File: src/rtl/gan_pkg.sv
// Shared definitions for the GAN layer sequencer: default widths and the
// sequencer state encoding.
package gan_pkg;

    localparam int unsigned IDX_W_DEF   = 5;
    localparam int unsigned WADDR_W_DEF = 10;

    typedef enum logic [2:0] {
        S_IDLE  = 3'd0,
        S_CLR   = 3'd1,
        S_MAC   = 3'd2,
        S_BIAS  = 3'd3,
        S_WRITE = 3'd4,
        S_DONE  = 3'd5
    } state_t;

endpackage

File: src/rtl/gan_counter.sv
// Up-counter with synchronous clear (priority) and count enable.
module gan_counter #(
    parameter int unsigned W = 5
) (
    input  logic         clk,
    input  logic         rst_n,
    input  logic         clr_i,
    input  logic         en_i,
    output logic [W-1:0] q_o
);

    logic [W-1:0] cnt_q;

    always_ff @(posedge clk or negedge rst_n) begin
        if (!rst_n) begin
            cnt_q <= '0;
        end else if (clr_i) begin
            cnt_q <= '0;
        end else if (en_i) begin
            cnt_q <= cnt_q + W'(1);
        end
    end

    assign q_o = cnt_q;

endmodule

File: src/rtl/gan_layer_sequencer.sv
// Sequences CLR/MAC/BIAS/WRITE steps for a fully-connected layer, producing
// weight, input, bias and output addresses plus the datapath strobes.
module gan_layer_sequencer
    import gan_pkg::*;
#(
    parameter int unsigned IDX_W   = IDX_W_DEF,
    parameter int unsigned WADDR_W = WADDR_W_DEF
) (
    input  logic               Clock,
    input  logic               Reset,
    input  logic               Start,
    input  logic               Abort,
    input  logic [IDX_W-1:0]   Cfg_n_in,
    input  logic [IDX_W-1:0]   Cfg_n_out,
    input  logic               Mac_ready,
    output logic [WADDR_W-1:0] W_addr,
    output logic [IDX_W-1:0]   In_addr,
    output logic [IDX_W-1:0]   B_addr,
    output logic [IDX_W-1:0]   Out_addr,
    output logic               Clr_acc,
    output logic               En_mac,
    output logic               En_bias,
    output logic               Wr_out,
    output logic               Busy,
    output logic               Done,
    output logic               Err
);

    state_t           state_q, state_d;
    logic [IDX_W-1:0] n_in_q, n_in_d;
    logic [IDX_W-1:0] n_out_q, n_out_d;
    logic             err_q, err_d;

    logic               n_clr, n_en, i_clr, i_en, w_clr, w_en, mac_fire;
    logic [IDX_W-1:0]   n_cnt, i_cnt;
    logic [WADDR_W-1:0] w_cnt;

    always_ff @(posedge Clock or negedge Reset) begin
        if (!Reset) begin
            state_q <= S_IDLE;
            n_in_q  <= '0;
            n_out_q <= '0;
            err_q   <= 1'b0;
        end else begin
            state_q <= state_d;
            n_in_q  <= n_in_d;
            n_out_q <= n_out_d;
            err_q   <= err_d;
        end
    end

    // W_addr advances in lock-step with i and is never cleared between
    // neurons, so it tracks n*n_in+i without a multiplier.
    always_comb begin
        state_d  = state_q;
        n_in_d   = n_in_q;
        n_out_d  = n_out_q;
        err_d    = 1'b0;
        n_clr    = 1'b0;
        n_en     = 1'b0;
        i_clr    = 1'b0;
        i_en     = 1'b0;
        w_clr    = 1'b0;
        w_en     = 1'b0;
        mac_fire = 1'b0;
        if (state_q != S_IDLE && Abort) begin
            state_d = S_IDLE;
        end else begin
            case (state_q)
                S_IDLE: begin
                    if (Start) begin
                        if (Cfg_n_in == '0 || Cfg_n_out == '0) begin
                            err_d = 1'b1;
                        end else begin
                            n_in_d  = Cfg_n_in;
                            n_out_d = Cfg_n_out;
                            n_clr   = 1'b1;
                            i_clr   = 1'b1;
                            w_clr   = 1'b1;
                            state_d = S_CLR;
                        end
                    end
                end
                S_CLR: begin
                    i_clr   = 1'b1;
                    state_d = S_MAC;
                end
                S_MAC: begin
                    if (Mac_ready) begin
                        mac_fire = 1'b1;
                        i_en     = 1'b1;
                        w_en     = 1'b1;
                        if (i_cnt == n_in_q - IDX_W'(1)) begin
                            state_d = S_BIAS;
                        end
                    end
                end
                S_BIAS: state_d = S_WRITE;
                S_WRITE: begin
                    if (n_cnt == n_out_q - IDX_W'(1)) begin
                        state_d = S_DONE;
                    end else begin
                        n_en    = 1'b1;
                        state_d = S_CLR;
                    end
                end
                S_DONE:  state_d = S_IDLE;
                default: state_d = S_IDLE;
            endcase
        end
    end

    gan_counter #(.W(IDX_W)) u_n_cnt (
        .clk(Clock), .rst_n(Reset), .clr_i(n_clr), .en_i(n_en), .q_o(n_cnt)
    );

    gan_counter #(.W(IDX_W)) u_i_cnt (
        .clk(Clock), .rst_n(Reset), .clr_i(i_clr), .en_i(i_en), .q_o(i_cnt)
    );

    gan_counter #(.W(WADDR_W)) u_w_cnt (
        .clk(Clock), .rst_n(Reset), .clr_i(w_clr), .en_i(w_en), .q_o(w_cnt)
    );

    assign W_addr   = w_cnt;
    assign In_addr  = i_cnt;
    assign B_addr   = n_cnt;
    assign Out_addr = n_cnt;
    assign Clr_acc  = (state_q == S_CLR);
    assign En_mac   = mac_fire;
    assign En_bias  = (state_q == S_BIAS);
    assign Wr_out   = (state_q == S_WRITE);
    assign Busy     = (state_q != S_IDLE);
    assign Done     = (state_q == S_DONE);
    assign Err      = err_q;

endmodule

File: config.mk
export PLATFORM = sky130hd
export DESIGN_NAME = gan_layer_sequencer
export DESIGN_NICKNAME = d
export VERILOG_FILES = /design/src/rtl/gan_pkg.sv /design/src/rtl/gan_counter.sv /design/src/rtl/gan_layer_sequencer.sv
export SDC_FILE = /design/constraint.sdc
export NUM_CORES = 1
export LEC_CHECK = 0
export CAP_MARGIN = 20
export CORE_UTILIZATION = 50
export DETAILED_ROUTE_END_ITERATION = 16
export PLACE_DENSITY = 0.85
export SLEW_MARGIN = 40
export SYNTH_ARGS = -nofsm -noshare
export SYNTH_HDL_FRONTEND = slang
export SYNTH_SLANG_ARGS = --single-unit
File: constraint.sdc
create_clock -name Clock -period 5.52 [get_ports Clock]
set_clock_uncertainty 0.05 [all_clocks]
set_input_delay 1.104 -clock Clock [delete_from_list [all_inputs] [get_ports Clock]]
set_output_delay 1.104 -clock Clock [all_outputs]
set_load 0.01 [all_outputs]
==> flow_summary.yaml, run 1 <==
placed_design:
  dp_hpwl_um: 2720
  gp_congestion: 0.768
  placed_area_um2: 2410
  numPortBuffers: 46
  dp_slack_ns: 1.60
cells_and_area:
  final_cell_mix: "clkdlybuf4s50_1, dfrtp_1, nand2_1"
  antennaDiodeCount: 0
  fill_cells: 303
  drive_above_1_share_pct: 11.1
  nNetsFinal: 263
  post-route-util_pct: 67.8
  area_delta_synth_final_pct: 28.0
  stdcell_area_um2: 2520
  layout_commonest_cell: "clkdlybuf4s50_1"
grt:
  grt_pass1_vias: 1511
  grt_max_degree: 35
  grt_usage_pct: 20.9
  antenna_found_initial: 0
  grt_pass1_wl_um: 6740
  grt.overflow.total: 0
detailed_routing:
  wl_um: 3930
  drtAntennaViolNets: 0
  drtIter0Drc: 92
  vias_per_cell: 5.37
  drcViolationCount: 0
  drt_pass1_iterations: 4
  wl_per_cell_um: 13.4
  num_vias: 1568
run_status:
  status: "complete, no violations"
logic_synthesis:
  synth_edf_count: 0
  synth_top_area_share_pct: 43.2
  synth_area_leader_cell: "dfrtp_1"
  ys_ff_latch: 34
  syn_area_per_cell_um2: 9.90
  ys_async_sr_fraction_pct: 100
  synth_area_um2: 1970
  synthCells: 199
  yosysSeqAreaShare_pct: 43.2
  syn_nets: 219
  yosys_warnings: 0
  ys.flop_type: "dfrtp_1"
  synth.area.top_cells: "dfrtp_1, xor2_1, nand2_1"
  synth_cell_type_count: 39
setup_path:
  r2r_slack_ns: 3.43
  worstPathCellList: "clkdlybuf4s50_1 -> nor4_4 -> buf_4 -> clkdlybuf4s50_1"
  cp.arrival_ns: 2.80
  r2r_end: "u_n_cnt.q_o[4]"
  critPathMaxStageDelay_ns: 0.57
  critical-path-slowest-cell: "clkdlybuf4s50_1"
  end_kind: "output port"
  cpMostUsedCell: "clkdlybuf4s50_1"
  reg2regPathDepth: 7
  cp-start-kind: "input pin"
  path_max_fanout: 15
  required_ns: 4.37
  crit_type: "input pin to output port"
  r2r-start: "n_out_q[0]"
floorplan:
  die_w_um: 64.8
  pin_count: 47
  initial_core_util_pct: 53.0
  die-area_um2: 4190
  core_area_um2: 3720
  die_h_um: 64.8
  num_rows: 22
timing:
  finalSetupTns_ns: 0
  drv_slew: 0
  relSlewSlack_pct: 58.9
  finalCriticalPeriod_ns: 3.95
  hold_violations: 0
  rsz0062_at_grt: "false"
  setup_viol: 0
  period_share_pct: 71.5
  worstMarginPinSlew_ns: 0.612
  max_freq_ghz: 0.253
  layout_setup_ws_ns: 1.57
power:
  p_leak_nw: 1.05
  peakVddDrop_uv: 208
  pwr_density_cell_nw_per_um2: 378
cts:
  cts_resized: 0
  clk_pin_slew_ns: 0.07
  cts.path.max_buffers: 2
  clk-insertion-delay-late_ns: 0.29
  cts_tree: "yes"
  postCtsSetupBuffers: 0
  root_buffer: "clkbuf_8"
  cts_sinks: 34
  hold_buffers: 0
  cts_max_level: 2
  numCtsBuffers: 5
worst_hold_path:
  hp-class: "register to register"
  holdPathStages: 2
  min_to: "n_out_q[4]"
  min_from: "n_out_q[4]"
run:
  drv_cap: 0
## synth_stat cells (all sizes together), types with 2 or more instances
| master | instances |
|---|---|
| o21ai | 9 |
| a31oi | 2 |
| and3 | 2 |
| a21oi | 5 |
| nand2 | 30 |
| nand4 | 4 |
| ha | 5 |
| buf | 12 |
| dfrtp | 34 |
| nor4 | 2 |
| nand2b | 3 |
| o211ai | 4 |
| nor2 | 17 |
| nor2b | 2 |
| or4 | 2 |
| nor3 | 6 |
| nand3 | 9 |
| mux2i | 2 |
| xnor2 | 12 |
| o31ai | 3 |
| nor3b | 4 |
| or3 | 2 |
| xor2 | 13 |
| inv | 8 |
## worst max-delay path, delay by kind of cell
family | cells | cell delay (ns)
AND/OR/NAND/NOR | 1 | 0.28
buffers and inverters | 3 | 1.41
## cells by family after synthesis
| logic type | count (synthesis) | share of synthesized area (%) |
|---|---|---|
| XOR/XNOR | 25 | 11.1 |
| adder cells (fa/ha/maj) | 5 | 3.18 |
| flip-flops | 34 | 43.2 |
| multiplexers | 2 | 1.02 |
| AO/OA/AOI/OAI | 26 | 10.3 |
| buffers and inverters | 20 | 6.61 |
| AND/OR/NAND/NOR | 87 | 24.6 |
## registers in the layout, indices dropped and copies added (netlist names)
| register | count |
|---|---|
| Err | 1 |
| n_in_q | 5 |
| n_out_q | 5 |
| state_q | 3 |
| u_i_cnt.q_o | 5 |
| u_n_cnt.q_o | 5 |
| u_w_cnt.q_o | 10 |
## metrics by stage
step / hold slack, ns / power (mW) / std cells
finish: 0.451 / 0.954 / 292
global route: 0.505 / 1.02 / 292
CTS: 0.455 / 0.960 / 292
detailed placement: 0.438 / 0.733 / 284
global placement: 0.430 / 0.721 / 284
floorplan: 0.415 / 0.648 / 199
## report_power, final
part | switching, mW | leakage (nW) | internal [mW]
Clock | 0.0916 | 0.0579 | 0.133
Sequential | 0.0585 | 0.456 | 0.298
Combinational | 0.208 | 0.534 | 0.165
## layout make-up
type / count / area, µm² / share of cell area [%]
inverter: 8 / 30.0 / 1.19
timing repair buffer: 49 / 483 / 19.2
clock inverter: 3 / 40.0 / 1.59
tap: 48 / 60.1 / 2.38
clock buffer: 5 / 68.8 / 2.73
multi-input combinational: 145 / 988 / 39.2
sequential: 34 / 851 / 33.7
## layer usage
metal  track usage, %  wire length [µm]  vias to the layer above
li1                 -                 -                      765
met1             27.1              1750                      756
met2             33.9              1930                       38
met3             3.70               154                        9
met4             8.89                89                        0
met5                0                 0                        -
## how the worst max path moves through the flow
| stage | startpoint | endpoint | slack (ns) | depth (start not counted) |
|---|---|---|---|---|
| after floorplan | Mac_ready | En_mac | 2.68 | 3 |
| after global placement | Abort | En_mac | 1.63 | 4 |
| after detailed placement | Abort | En_mac | 1.60 | 4 |
| after CTS | Abort | En_mac | 1.58 | 4 |
| after global routing | Abort | En_mac | 1.50 | 4 |
| final | Abort | En_mac | 1.57 | 4 |
Note: power is estimated with default switching activity, not from simulation.
==> run 2: changes to the inputs <==
CORE_UTILIZATION = 45   (was 50)
PLACE_DENSITY = 0.81   (was 0.85)
clock period = 3.56 ns   (was 5.52 ns; I/O delays follow)
==> run 2 against run 1 <==
Critical path depth shrank 1. Non-clock buffer count is the same. Power grew 50%. Flip-flop and latch count is the same. Register-to-register slack lost 1.9 ns. Combinational power grew 53%. First-iteration DRC count grew 3.3%. Setup slack lost 0.96 ns. Largest power group unchanged. Highest routed layer unchanged.
==> flow_summary.yaml, run 2 (synthesis results as in run 1) <==
cts:
  postCtsSetupBuffers: 0
  cts_max_level: 2
  hold_buffers: 0
  cts_sinks: 34
  clk-insertion-delay-late_ns: 0.29
  cts_tree: "yes"
  cts_resized: 0
  cts.path.max_buffers: 2
  root_buffer: "clkbuf_8"
  clk_pin_slew_ns: 0.07
  numCtsBuffers: 5
setup_path:
  cpMostUsedCell: "clkdlybuf4s50_1"
  required_ns: 2.80
  end_kind: "output port"
  crit_buf_inv: 2
  worstPathCellList: "clkdlybuf4s50_1 -> nor4_4 -> clkdlybuf4s50_1"
  path_max_fanout: 7
  r2r-start: "n_out_q[0]"
  cp-start-kind: "input pin"
  r2r_end: "u_n_cnt.q_o[3]"
  startpoint: "Abort"
  critPathMaxStageDelay_ns: 0.59
  path_delay_family: "buffers and inverters"
  crit_type: "input pin to output port"
  r2r_slack_ns: 1.50
  reg2regPathDepth: 7
  critical-path-slowest-cell: "clkdlybuf4s50_1"
  cp.arrival_ns: 2.18
floorplan:
  core_area_um2: 4090
  initial_core_util_pct: 48.2
  die_w_um: 68.2
  num_rows: 23
  die_h_um: 68.2
  pin_count: 47
  die-area_um2: 4650
timing:
  max_freq_ghz: 0.339
  period_share_pct: 82.7
  worstMarginPinSlew_ns: 0.630
  rsz0062_at_grt: "false"
  relSlewSlack_pct: 57.7
  drv_slew: 0
  finalCriticalPeriod_ns: 2.95
  setup_viol: 0
  finalSetupTns_ns: 0
  hold_violations: 0
placed_design:
  dp_hpwl_um: 2940
  gp_congestion: 0.785
  numPortBuffers: 46
detailed_routing:
  drcViolationCount: 0
  drtAntennaViolNets: 0
  wl_um: 4070
  wl_per_cell_um: 13.8
  drtIter0Drc: 95
  drt_pass1_iterations: 4
  vias_per_cell: 5.17
  num_vias: 1521
power:
  pwr_density_cell_nw_per_um2: 569
  p_leak_nw: 1.04
  peakVddDrop_uv: 253
grt:
  grt_pass1_vias: 1380
  antenna_found_initial: 0
  grt_usage_pct: 19.3
  grt_pass1_wl_um: 6450
  grt_max_degree: 35
  grt.overflow.total: 0
cells_and_area:
  drive_above_1_share_pct: 11.1
  fill_cells: 376
  nNetsFinal: 263
  largest_reg_flops: 10
  layout_commonest_cell: "clkdlybuf4s50_1"
  area_delta_synth_final_pct: 27.4
  post-route-util_pct: 61.4
  final_cell_mix: "clkdlybuf4s50_1, dfrtp_1, nand2_1"
  antennaDiodeCount: 0
worst_hold_path:
  hp-class: "register to register"
  min_from: "n_in_q[4]"
  holdPathStages: 2
  min_to: "n_in_q[4]"
run:
  drv_cap: 0
run_status:
  status: "complete, no violations"
## run 2: layout make-up
class                      count  area (µm²)  area share (%)
tap                           50        62.6            2.49
clock inverter                 2        12.5           0.499
clock buffer                   6        82.6            3.29
multi-input combinational    145         988            39.4
timing repair buffer          49         483            19.2
sequential                    34         851            33.9
inverter                       8        30.0            1.20
## run 2: worst max path at each step
stage                     end  slack [ns]  depth (start not counted)
CTS                    En_mac        0.59                          3
global placement       En_mac        0.59                          3
detailed placement     En_mac        0.60                          3
floorplan           n_in_q[2]        1.40                          7
global route           En_mac        0.54                          3
finish                 En_mac        0.61                          3
## run 2: per-layer routing
layer / part of all wire, % / up-vias / track usage [%]
li1: - / 766 / -
met1: 47 / 718 / 24.9
met2: 47 / 31 / 30.4
met3: 4.8 / 6 / 6.17
met4: 1.4 / 0 / 6.25
met5: 0 / - / 0
## run 2: power breakdown
| group | internal (mW) | leakage (nW) | switching [mW] |
|---|---|---|---|
| Combinational | 0.257 | 0.534 | 0.316 |
| Sequential | 0.462 | 0.456 | 0.0933 |
| Clock | 0.155 | 0.0472 | 0.145 |
| Total | 0.874 | 1.04 | 0.554 |
## run 2: worst min-delay path: stages (launching register included)
cell     delay, ns
dfrtp_1       0.36
nand2_1       0.05
nand2_1       0.05
## run 2: through the flow
step                total power [mW]  cell area, µm²  hold WS (ns)  std cells  worst slack [ns]
detailed placement              1.14            2410         0.433        286             0.602
CTS                             1.44            2510         0.451        294             0.590
finish                          1.43            2510         0.443        294             0.614
floorplan                       1.01            1970         0.366        199              1.40
global route                    1.53            2510         0.487        294             0.535
global placement                1.12            2410         0.433        286             0.594
